`src/rtl/param_cpu_pkg.sv`:
```
// Shared types and instruction-field helpers for the parametrised multicycle CPU.
package param_cpu_pkg;

    typedef enum logic [3:0] {
        OP_NOP   = 4'd0,
        OP_ADD   = 4'd1,
        OP_SUB   = 4'd2,
        OP_AND   = 4'd3,
        OP_OR    = 4'd4,
        OP_XOR   = 4'd5,
        OP_SHL   = 4'd6,
        OP_SHR   = 4'd7,
        OP_ADDI  = 4'd8,
        OP_LOAD  = 4'd9,
        OP_STORE = 4'd10,
        OP_LDI   = 4'd11,
        OP_MOV   = 4'd12,
        OP_CMP   = 4'd13,
        OP_RSV14 = 4'd14,
        OP_RSV15 = 4'd15
    } opcode_e;

    typedef enum logic [2:0] {
        S_IDLE,
        S_EXEC,
        S_MEM,
        S_WB,
        S_HALT
    } state_e;

    localparam int OPC_BITS = 4;

    function automatic int instr_width(input int rb, input int dw);
        return OPC_BITS + 3 * rb + dw;
    endfunction

    function automatic int opc_lsb(input int rb, input int dw);
        return 3 * rb + dw;
    endfunction

    function automatic int rd_lsb(input int rb, input int dw);
        return 2 * rb + dw;
    endfunction

    function automatic int rs1_lsb(input int rb, input int dw);
        return rb + dw;
    endfunction

    function automatic int rs2_lsb(input int dw);
        return dw;
    endfunction

endpackage

```
`src/rtl/param_cpu_alu.sv`:
```
// Combinational ALU: result, next flags and flag-update enable per opcode.
// Also forms the rs1+imm memory address for LOAD/STORE.
module param_cpu_alu
    import param_cpu_pkg::*;
#(
    parameter int DATA_WIDTH = 8
) (
    input  opcode_e                 op,
    input  logic [DATA_WIDTH-1:0]   a,
    input  logic [DATA_WIDTH-1:0]   b,
    input  logic [DATA_WIDTH-1:0]   imm,
    output logic [DATA_WIDTH-1:0]   result,
    output logic                    z_next,
    output logic                    c_next,
    output logic                    flag_en
);

    logic [DATA_WIDTH:0] sum;

    always_comb begin
        sum     = '0;
        result  = '0;
        c_next  = 1'b0;
        flag_en = 1'b0;
        unique case (op)
            OP_ADD: begin
                sum     = {1'b0, a} + {1'b0, b};
                result  = sum[DATA_WIDTH-1:0];
                c_next  = sum[DATA_WIDTH];
                flag_en = 1'b1;
            end
            OP_SUB, OP_CMP: begin
                // borrow lands in the extra top bit
                sum     = {1'b0, a} - {1'b0, b};
                result  = sum[DATA_WIDTH-1:0];
                c_next  = sum[DATA_WIDTH];
                flag_en = 1'b1;
            end
            OP_AND: begin
                result  = a & b;
                flag_en = 1'b1;
            end
            OP_OR: begin
                result  = a | b;
                flag_en = 1'b1;
            end
            OP_XOR: begin
                result  = a ^ b;
                flag_en = 1'b1;
            end
            OP_MOV: begin
                result  = a;
                flag_en = 1'b1;
            end
            OP_SHL: begin
                result  = {a[DATA_WIDTH-2:0], 1'b0};
                c_next  = a[DATA_WIDTH-1];
                flag_en = 1'b1;
            end
            OP_SHR: begin
                result  = {1'b0, a[DATA_WIDTH-1:1]};
                c_next  = a[0];
                flag_en = 1'b1;
            end
            OP_ADDI, OP_LOAD, OP_STORE: begin
                sum     = {1'b0, a} + {1'b0, imm};
                result  = sum[DATA_WIDTH-1:0];
                c_next  = sum[DATA_WIDTH];
                flag_en = (op == OP_ADDI);
            end
            OP_LDI: begin
                result = imm;
            end
            default: begin
                result = '0;
            end
        endcase
    end

    assign z_next = (result == '0);

endmodule

```
`src/rtl/param_cpu.sv`:
```
// Parametrised multicycle CPU: handshake intake, EXEC/MEM/WB sequencing.
// Define PARAM_CPU_TRAP_EN to trap reserved opcodes into a sticky HALT.
module param_cpu
    import param_cpu_pkg::*;
#(
    parameter int DATA_WIDTH = 8,
    parameter int ADDR_BITS  = 5,
    parameter int NUM_REGS   = 4,
    localparam int REG_BITS    = $clog2(NUM_REGS),
    localparam int INSTR_WIDTH = instr_width(REG_BITS, DATA_WIDTH)
) (
    input  logic                           clk,
    input  logic                           rst,
    input  logic [INSTR_WIDTH-1:0]         instruction,
    input  logic                           instr_valid,
    output logic                           instr_ready,
    output logic                           busy,
    output logic [NUM_REGS*DATA_WIDTH-1:0] regfile,
    output logic                           flag_z,
    output logic                           flag_c,
    output logic                           illegal
);

    localparam int OPC_LSB = opc_lsb(REG_BITS, DATA_WIDTH);
    localparam int RD_LSB  = rd_lsb(REG_BITS, DATA_WIDTH);
    localparam int RS1_LSB = rs1_lsb(REG_BITS, DATA_WIDTH);
    localparam int RS2_LSB = rs2_lsb(DATA_WIDTH);
    localparam int DEPTH   = 2 ** ADDR_BITS;

    state_e                  state;
    opcode_e                 op_q;
    logic [REG_BITS-1:0]     rd_q;
    logic [REG_BITS-1:0]     rs1_q;
    logic [REG_BITS-1:0]     rs2_q;
    logic [DATA_WIDTH-1:0]   imm_q;
    logic [DATA_WIDTH-1:0]   res_q;
    logic [DATA_WIDTH-1:0]   mem_q;
    logic [DATA_WIDTH-1:0]   regs [NUM_REGS];
    logic [DATA_WIDTH-1:0]   mem  [DEPTH];

    logic [DATA_WIDTH-1:0]   alu_res;
    logic                    alu_z;
    logic                    alu_c;
    logic                    alu_fen;
    logic [ADDR_BITS-1:0]    mem_addr;

    logic                    is_mem;
    logic                    is_wb;
    logic                    is_rsv;

    param_cpu_alu #(
        .DATA_WIDTH (DATA_WIDTH)
    ) u_alu (
        .op      (op_q),
        .a       (regs[rs1_q]),
        .b       (regs[rs2_q]),
        .imm     (imm_q),
        .result  (alu_res),
        .z_next  (alu_z),
        .c_next  (alu_c),
        .flag_en (alu_fen)
    );

    assign is_mem = (op_q == OP_LOAD) || (op_q == OP_STORE);
    assign is_rsv = (op_q == OP_RSV14) || (op_q == OP_RSV15);
    assign is_wb  = (op_q inside {OP_ADD, OP_SUB, OP_AND, OP_OR, OP_XOR,
                                  OP_SHL, OP_SHR, OP_ADDI, OP_LDI, OP_MOV});

    assign mem_addr    = res_q[ADDR_BITS-1:0];
    assign instr_ready = (state == S_IDLE);
    assign busy        = (state != S_IDLE);

`ifdef PARAM_CPU_TRAP_EN
    logic illegal_q;
    assign illegal = illegal_q;
`else
    assign illegal = 1'b0;
`endif

    always_ff @(posedge clk or negedge rst) begin
        if (!rst) begin
            state  <= S_IDLE;
            op_q   <= OP_NOP;
            rd_q   <= '0;
            rs1_q  <= '0;
            rs2_q  <= '0;
            imm_q  <= '0;
            res_q  <= '0;
            flag_z <= 1'b0;
            flag_c <= 1'b0;
`ifdef PARAM_CPU_TRAP_EN
            illegal_q <= 1'b0;
`endif
            for (int i = 0; i < NUM_REGS; i++) begin
                regs[i] <= '0;
            end
        end else begin
            unique case (state)
                S_IDLE: begin
                    if (instr_valid) begin
                        op_q  <= opcode_e'(instruction[OPC_LSB +: OPC_BITS]);
                        rd_q  <= instruction[RD_LSB +: REG_BITS];
                        rs1_q <= instruction[RS1_LSB +: REG_BITS];
                        rs2_q <= instruction[RS2_LSB +: REG_BITS];
                        imm_q <= instruction[0 +: DATA_WIDTH];
                        state <= S_EXEC;
                    end
                end
                S_EXEC: begin
                    res_q <= alu_res;
                    if (alu_fen) begin
                        flag_z <= alu_z;
                        flag_c <= alu_c;
                    end
                    unique case (1'b1)
                        is_mem: state <= S_MEM;
                        is_wb:  state <= S_WB;
`ifdef PARAM_CPU_TRAP_EN
                        is_rsv: begin
                            state     <= S_HALT;
                            illegal_q <= 1'b1;
                        end
`endif
                        default: state <= S_IDLE;
                    endcase
                end
                S_MEM: begin
                    state <= (op_q == OP_LOAD) ? S_WB : S_IDLE;
                end
                S_WB: begin
                    regs[rd_q] <= (op_q == OP_LOAD) ? mem_q : res_q;
                    state      <= S_IDLE;
                end
`ifdef PARAM_CPU_TRAP_EN
                S_HALT: begin
                    state <= S_HALT;
                end
`endif
                default: begin
                    state <= S_IDLE;
                end
            endcase
        end
    end

    // Memory is not reset; reset forces IDLE so an in-flight STORE never writes.
    always_ff @(posedge clk) begin
        if (state == S_MEM) begin
            if (op_q == OP_STORE) begin
                mem[mem_addr] <= regs[rs2_q];
            end
            mem_q <= mem[mem_addr];
        end
    end

    always_comb begin
        regfile = '0;
        for (int i = 0; i < NUM_REGS; i++) begin
            regfile[i*DATA_WIDTH +: DATA_WIDTH] = regs[i];
        end
    end

endmodule

```
`config.mk`:
```
export PLATFORM = sky130hd
export DESIGN_NAME = param_cpu
export DESIGN_NICKNAME = d
export VERILOG_FILES = /design/src/rtl/param_cpu_pkg.sv /design/src/rtl/param_cpu_alu.sv /design/src/rtl/param_cpu.sv
export SDC_FILE = /design/constraint.sdc
export NUM_CORES = 1
export LEC_CHECK = 0
export CORE_MARGIN = 5
export CORE_UTILIZATION = 42
export CTS_CLUSTER_DIAMETER = 30
export DETAILED_ROUTE_END_ITERATION = 7
export PLACE_DENSITY_LB_ADDON = 0.12
export SLEW_MARGIN = 10
export SYNTH_ARGS = -nofsm -noshare
export SYNTH_HDL_FRONTEND = slang
export SYNTH_SLANG_ARGS = --single-unit
```
`constraint.sdc`:
```
create_clock -name clk -period 5 [get_ports clk]
set_input_delay 1.5 -clock clk [delete_from_list [all_inputs] [get_ports clk]]
set_output_delay 1.5 -clock clk [all_outputs]
set_load 0.05 [all_outputs]
```
==> results by group, run 1 <==
Run status
  • Outcome: complete, no violations

Cells and area
  • Register area: approximately 9500 um^2
  • Antenna Cells: 0
  • Nets: 1083
  • Area grow syn2layout: 23.0%
  • Multi-input gate area: about 4900 um^2
  • Final design utilization: 0.522
  • # fillers: approximately 2800
  • Share of layout cells above drive strength 1: 0.210

Worst hold path
  • Worst hold stages: 2
  • HP Class: register to register

CTS
  • Skew-Pair Late Insertion Delay: roughly 0.56 ns
  • Post-CTS Hold Buffers: 0
  • Root Driver: clkbuf_16
  • Post-CTS Setup Inserts: 0
  • Clock tree buffer depth: 3
  • H-Tree Depth: 3
  • Clk slew on worst S/H paths: roughly 0.040 ns
  • CTS tree: yes
  • Post-CTS Resized: 0
  • Inserted Clock Buffers: 69
  • Clk sink count: about 330

Floorplan
  • Chip height: ~200 um
  • Row cnt: between 60 and 70
  • Core area: roughly 34000 um^2
  • Die area: between 30000 and 40000 um^2
  • Initial Utilization: 0.425
  • Ports: 58
  • Die width: 197 um

Critical path
  • Required @ worst endpoint: between 5 and 6 ns
  • Worst-path maximum fanout: 35
  • Family with the most delay on the worst path: compound AO/OA/AOI/OAI gates
  • Startpoint types: register
  • Crit path kind: register to register
  • CP endpoint kind: register
  • Buf/Inv on CP: 1
  • Critical-path cell list: mux4_2 -> inv_1 -> ha_1 -> nor3_1 -> a211o_1 -> a221oi_1 -> o31a_1 -> o211ai_1 -> a21bo_2 -> mux2_2
  • Critical path's slowest cell: mux4_2
  • CP peak stage delay: 0.85 ns
  • CP arrival: 4.36 ns
  • Critical Path Stages: 10
  • FF-to-FF path depth: 10

Power
  • Max VDD drop: just over 0.0005 V
  • Leak: about 6.3 nW
  • Total power density per cell area: 758 nW/um^2

Yosys
  • Yosys reg bits: between 300 and 400
  • Synthesis warning total: 0
  • Synthesized area: 14600 um^2
  • FFs w/ async S/R, synth: 0.190
  • Most used DFF post-synth: edfxtp_1
  • Synth Area per Inst: around 16 um^2
  • Syn nets: between 900 and 1000
  • Number of synthesized flops with an enable pin: roughly 260
  • Gate count of the mapped netlist: 940
  • Synth cell types: 66
  • Register area share after synthesis: 0.648

Timing
  • Minimum clock period: slightly below 4 ns
  • Unrepaired setup endpoints after global routing: false
  • Final setup viols: 0
  • Worst rel slew slack: 0.204
  • Fmax: ~250 MHz
  • Hold Fails Final Rpt: 0
  • Tightest Pin Transition: around 1.2 ns
  • Fin Hold WS: ~0.50 ns
  • Setup TNS: 0 ns
  • Clk_skew: between 0.015 and 0.02 ns
  • Slew Viols, Final: 0
  • Tcrit/Tclk final: 0.786

Place
  • DP Wirelength: approximately 23000 um
  • Global placer's final weighted congestion: 0.901
  • Port Buffers: between 50 and 60

Route
  • Starting DRT DRC Count: slightly below 700
  • Drt first pass iters: 7
  • DRC viols: 0
  • Post-DR wirelength/cell: roughly 24 um
  • Routed WL: roughly 37000 um
  • Vias per inst: roughly 5.7
  • Vias: slightly below 9000
  • Antenna Nets Post-Route: 0

Flow run
  • Max cap viols: 0

Global routing
  • Total grt overflow: 0
  • Number of global-route vias before repair: 9061
  • GRT Total Usage: 0.194
  • Initial antenna violation count: 0
  • Global-route wire length before repair: ~57000 um
  • Largest net degree at the start of global routing: between 40 and 50
path summary, 6_finish.rpt:
kind,start,endpoint,slack [ns]
max in group asynchronous,rst,regfile[9],3.12
worst min-delay path,flag_c,flag_c,0.50
worst max-delay path,rs2_q[0],res_q[7],1.07
min in group asynchronous,rst,res_q[6],0.90
worst max register to register,rs2_q[0],res_q[7],1.07
worst min register to register,flag_c,flag_c,0.50
cell type report:
| cell class | count | share of cell area |
|---|---|---|
| tap | 455 | 0.0316 |
| clock inverter | 44 | 0.0318 |
| clock buffer | 78 | 0.0995 |
| inverter | 29 | 0.00605 |
| timing repair buffer | 64 | 0.0342 |
| sequential | 326 | 0.527 |
| multi-input combinational | 537 | 0.270 |
placed cells by master (no fill, tap or decap), drive strengths merged, types with 9 or more instances in the layout:
cell,n
clkinv,25
mux2,20
nor2,64
nand2,66
bufinv,10
a22oi,41
nor3,9
dfrtp,62
nor2b,10
buf,9
nand3,9
inv,33
o21ai,50
a21oi,26
edfxtp,264
ha,32
clkbuf,78
mux4,80
clkdlybuf4s50,55
mux2i,13
nand4,11
cell usage after synthesis (all sizes together), types with 3 or more instances:
cell type | number | area [um^2]
nor2 | 64 | 240
a221oi | 4 | 35.0
o22ai | 4 | 25.0
inv | 29 | 109
o31a | 3 | 26.3
nor3b | 4 | 30.0
dfrtp | 62 | 1550
mux2i | 13 | 130
nor2b | 10 | 62.6
buf | 13 | 60.1
nand2b | 5 | 31.3
a31oi | 3 | 18.8
a21oi | 26 | 130
a221o | 3 | 30.0
o21ai | 50 | 250
o211ai | 7 | 52.6
or3 | 7 | 43.8
fa | 3 | 60.1
or2 | 4 | 25.0
clkbuf | 35 | 131
o21a | 7 | 52.6
a211oi | 3 | 22.5
nand3 | 9 | 45.0
and2 | 6 | 40.0
nor3 | 9 | 45.0
a2bb2oi | 3 | 26.3
a21o | 3 | 22.5
nand4 | 11 | 68.8
edfxtp | 264 | 7930
a22oi | 41 | 308
xnor2 | 4 | 35.0
ha | 32 | 400
mux4 | 80 | 1830
nand2 | 66 | 248
mux2 | 20 | 225
stage by stage:
step	cells	total power, mW	cell area (um^2)	worst slack [ns]
finish	1533	13.6	18000	1.07
CTS	1533	13.7	18000	1.08
global route	1533	14.4	18000	0.767
floorplan	940	7.47	14600	1.41
detailed placement	1411	9.13	15600	1.10
global placement	1411	9.08	15600	1.22
sequential cells by signal, summed over array words and instances (netlist names):
name	count
mem	256
regfile	32
imm_q	8
mem_q	8
res_q	8
op_q	4
rd_q	2
rs1_q	2
rs2_q	2
state	2
flag_c	1
flag_z	1
power breakdown:
part           internal [mW]  switching [mW]
clock                   3.10            1.47
sequential              3.73           0.496
combinational           1.78            3.07
per-layer routing:
metal	vias up	part of all wire	track usage
met5	-	0	0
met4	0	0.030	0.0696
met3	70	0.055	0.0361
met2	292	0.49	0.316
met1	4419	0.43	0.264
li1	3913	-	-
worst register-to-register path, cell delays in order, from the launching register on:
cell,delay [ns]
dfrtp_1,0.68
mux4_2,0.86
inv_1,0.26
ha_1,0.38
nor3_1,0.05
a211o_1,0.32
a221oi_1,0.50
o31a_1,0.19
o211ai_1,0.09
a21bo_2,0.22
mux2_2,0.26
cells by family (layout without fill, tap and decap cells):
logic type | count (synthesis) | in the layout | share of synthesized area
AND/OR/NAND/NOR | 212 | 212 | 0.0703
multiplexers | 113 | 113 | 0.149
flip-flops | 326 | 326 | 0.648
AO/OA/AOI/OAI | 170 | 170 | 0.0768
XOR/XNOR | 6 | 6 | 0.00359
adder cells (fa/ha/maj) | 35 | 35 | 0.0315
buffers and inverters | 77 | 215 | 0.0205
other | 1 | 1 | 0.000256
Note: power is estimated with default switching activity, not from simulation.
==> run 2, diff against run 1 <==
==> constraint.sdc (replaced) <==
create_clock -name clk -period 4 [get_ports clk]
set_input_delay 1.2 -clock clk [delete_from_list [all_inputs] [get_ports clk]]
set_output_delay 1.2 -clock clk [all_outputs]
set_load 0.05 [all_outputs]
==> run 2 against run 1 <==
Setup slack worse by 0.69 ns. Combinational power is 30% higher. First-iteration DRC count is 8.8% higher. Hold slack worse by 0.0095 ns. Sequential share of layout area is 1.2 points lower. Global-route usage is 0.62 points higher. Routed wire length is 3.9% higher. Maximum frequency is 8.4% higher. Critical endpoint is now flag_z.
==> results by group, run 2 (synthesis gave the netlist of run 1 again) <==
CTS
  • Root Driver: clkbuf_16
  • Post-CTS Resized: 0
  • Clock tree buffer depth: 3
  • Post-CTS Setup Inserts: 0
  • Post-CTS Hold Buffers: 0
  • Clk sink count: between 300 and 400
  • Clk slew on worst S/H paths: around 0.04 ns
  • Inserted Clock Buffers: 71
  • H-Tree Depth: 3
  • CTS tree: yes
  • Skew-Pair Late Insertion Delay: roughly 0.57 ns

Global routing
  • Global-route wire length before repair: between 50000 and 60000 um
  • GRT Total Usage: 0.200
  • Global-route met2 utilization: 0.338
  • Largest net degree at the start of global routing: 40
  • Total grt overflow: 0
  • Grt met1 use: 0.266
  • Number of global-route vias before repair: between 9000 and 10000
  • GR peak layer: met2
  • Initial antenna violation count: 0
  • GRT met3 Usage: 0.0366

Timing
  • Worst rel slew slack: 0.277
  • Minimum clock period: 3.62 ns
  • Fin Hold WS: 0.491 ns
  • Slew Viols, Final: 0
  • Setup TNS: 0 ns
  • Fmax: around 280 MHz
  • Tightest Pin Transition: approximately 1.1 ns
  • Tcrit/Tclk final: 0.906
  • Hold Fails Final Rpt: 0
  • Final setup viols: 0
  • Unrepaired setup endpoints after global routing: false
  • Clk_skew: 0.0211 ns

Route
  • Vias per inst: approximately 5.6
  • Starting DRT DRC Count: 754
  • Post-DR wirelength/cell: 24.1 um
  • DRC viols: 0
  • Vias: between 8000 and 9000
  • Routed WL: slightly below 40000 um
  • Antenna Nets Post-Route: 0
  • Drt first pass iters: 5

Critical path
  • Startpoint types: register
  • Family with the most delay on the worst path: compound AO/OA/AOI/OAI gates
  • Top cell by count, worst path: nand4_1
  • Critical-path cell list: mux4_2 -> ha_1 -> fa_1 -> a21o_1 -> a21oi_1 -> or3_1 -> nand4_1 -> nor3_1 -> nand4_1 -> o41ai_2
  • R2r endpoint: flag_z
  • Buf/Inv on CP: 0
  • Crit path kind: register to register
  • CP peak stage delay: 0.69 ns
  • Required @ worst endpoint: 4.45 ns
  • CP arrival: just over 4 ns
  • FF-to-FF path depth: 10
  • Critical path's slowest cell: dfrtp_1
  • Worst setup path end: flag_z
  • Worst-path maximum fanout: 9
  • CP endpoint kind: register
  • Worst reg2reg setup slack: between 0.3 and 0.4 ns
  • Worst setup path startpoint: rs2_q[0]
  • R2r startpoint: rs2_q[0]
  • Critical Path Stages: 10

Place
  • DP Wirelength: approximately 25000 um
  • Port Buffers: 56
  • Global placer's final weighted congestion: 0.852

Cells and area
  • Antenna Cells: 0
  • Highest-count cells in the layout ignoring fill and taps: 264 x edfxtp_1, 73 x mux4_2, 71 x clkbuf_16
  • # fillers: 2863
  • Commonest non-fill, non-tap cell in the layout: edfxtp_1
  • Share of layout cells above drive strength 1: 0.241
  • Top reg by flops: mem
  • Final design utilization: 0.534
  • Max reg flops: approximately 260
  • Area grow syn2layout: 25.8%
  • Nets: between 1000 and 1500

Power
  • Switch share: 0.370
  • Leak: ~6.6 nW
  • Register share of total power: 0.304
  • Tot Pwr: 17.3 mW
  • Psw: ~6.4 mW
  • Clock share of power: 0.330
  • Max VDD drop: approximately 0.00056 V
  • Gate power share: 0.366
  • Total power density per cell area: between 900 and 1000 nW/um^2
  • Internal power: about 11 mW

Flow run
  • Max cap viols: 0

Floorplan
  • Core area: ~34000 um^2
  • Row cnt: 68
  • Initial Utilization: 0.425
  • Chip height: roughly 200 um
  • Die width: slightly below 200 um
  • Die area: about 39000 um^2
  • Ports: 58

Worst hold path
  • HP Class: register to register

Run status
  • Outcome: complete, no violations
==> run 2: power by group through the flow <==
stage | registers (mW) | logic [mW] | clock network [mW]
6_report | 5.26 | 6.32 | 5.70
5_1_grt | 5.32 | 6.83 | 5.96
4_1_cts | 5.27 | 6.36 | 5.79
3_5_place_dp | 5.32 | 6.32 | 0
3_3_place_gp | 5.32 | 6.30 | 0
2_1_floorplan | 5.37 | 3.97 | 0
==> run 2: cell type report <==
class                           instances  area, um^2  share of cell area
Sequential cell                       326        9480               0.515
Clock buffer                           89        1850               0.101
Multi-Input combinational cell        537        4850               0.264
Inverter                               29         109             0.00591
Tap cell                              455         569              0.0309
Timing Repair Buffer                  117        1040              0.0564
Clock inverter                         39         499              0.0271
==> run 2: routing by layer <==
| metal | share of wire | wire (um) |
|---|---|---|
| met1 | 0.42 | 16100 |
| met2 | 0.50 | 19300 |
| met3 | 0.055 | 2110 |
| met4 | 0.025 | 955 |
| met5 | 0 | 0 |
==> run 2: worst min-delay path by stage <==
| stage | from | end | slack (ns) | cells past startpoint |
|---|---|---|---|---|
| 3_3_place_gp | flag_c | flag_c | 0.49 | 2 |
| 2_1_floorplan | res_q[5] | res_q[5] | 0.48 | 1 |
| 4_1_cts | flag_c | flag_c | 0.50 | 2 |
| 5_1_grt | flag_z | flag_z | 0.53 | 2 |
| 6_report | flag_c | flag_c | 0.49 | 2 |
| 3_5_place_dp | flag_c | flag_c | 0.49 | 2 |
==> run 2: per-stage QoR <==
| stage | instances | instance area, um^2 | setup slack, ns |
|---|---|---|---|
| after floorplan | 940 | 14600 | 0.410 |
| after global placement | 1464 | 16100 | 0.486 |
| after detailed placement | 1464 | 16100 | 0.434 |
| after CTS | 1592 | 18400 | 0.418 |
| after global routing | 1592 | 18400 | 0.228 |
| final | 1592 | 18400 | 0.378 |
==> run 2: worst register-to-register path, delay by kind of cell, from the launching register on <==
family	cells	cell delay, ns
multiplexers	1	0.65
AND/OR/NAND/NOR	4	0.73
flip-flops	1	0.69
AO/OA/AOI/OAI	3	0.76
adder cells (fa/ha/maj)	2	0.70
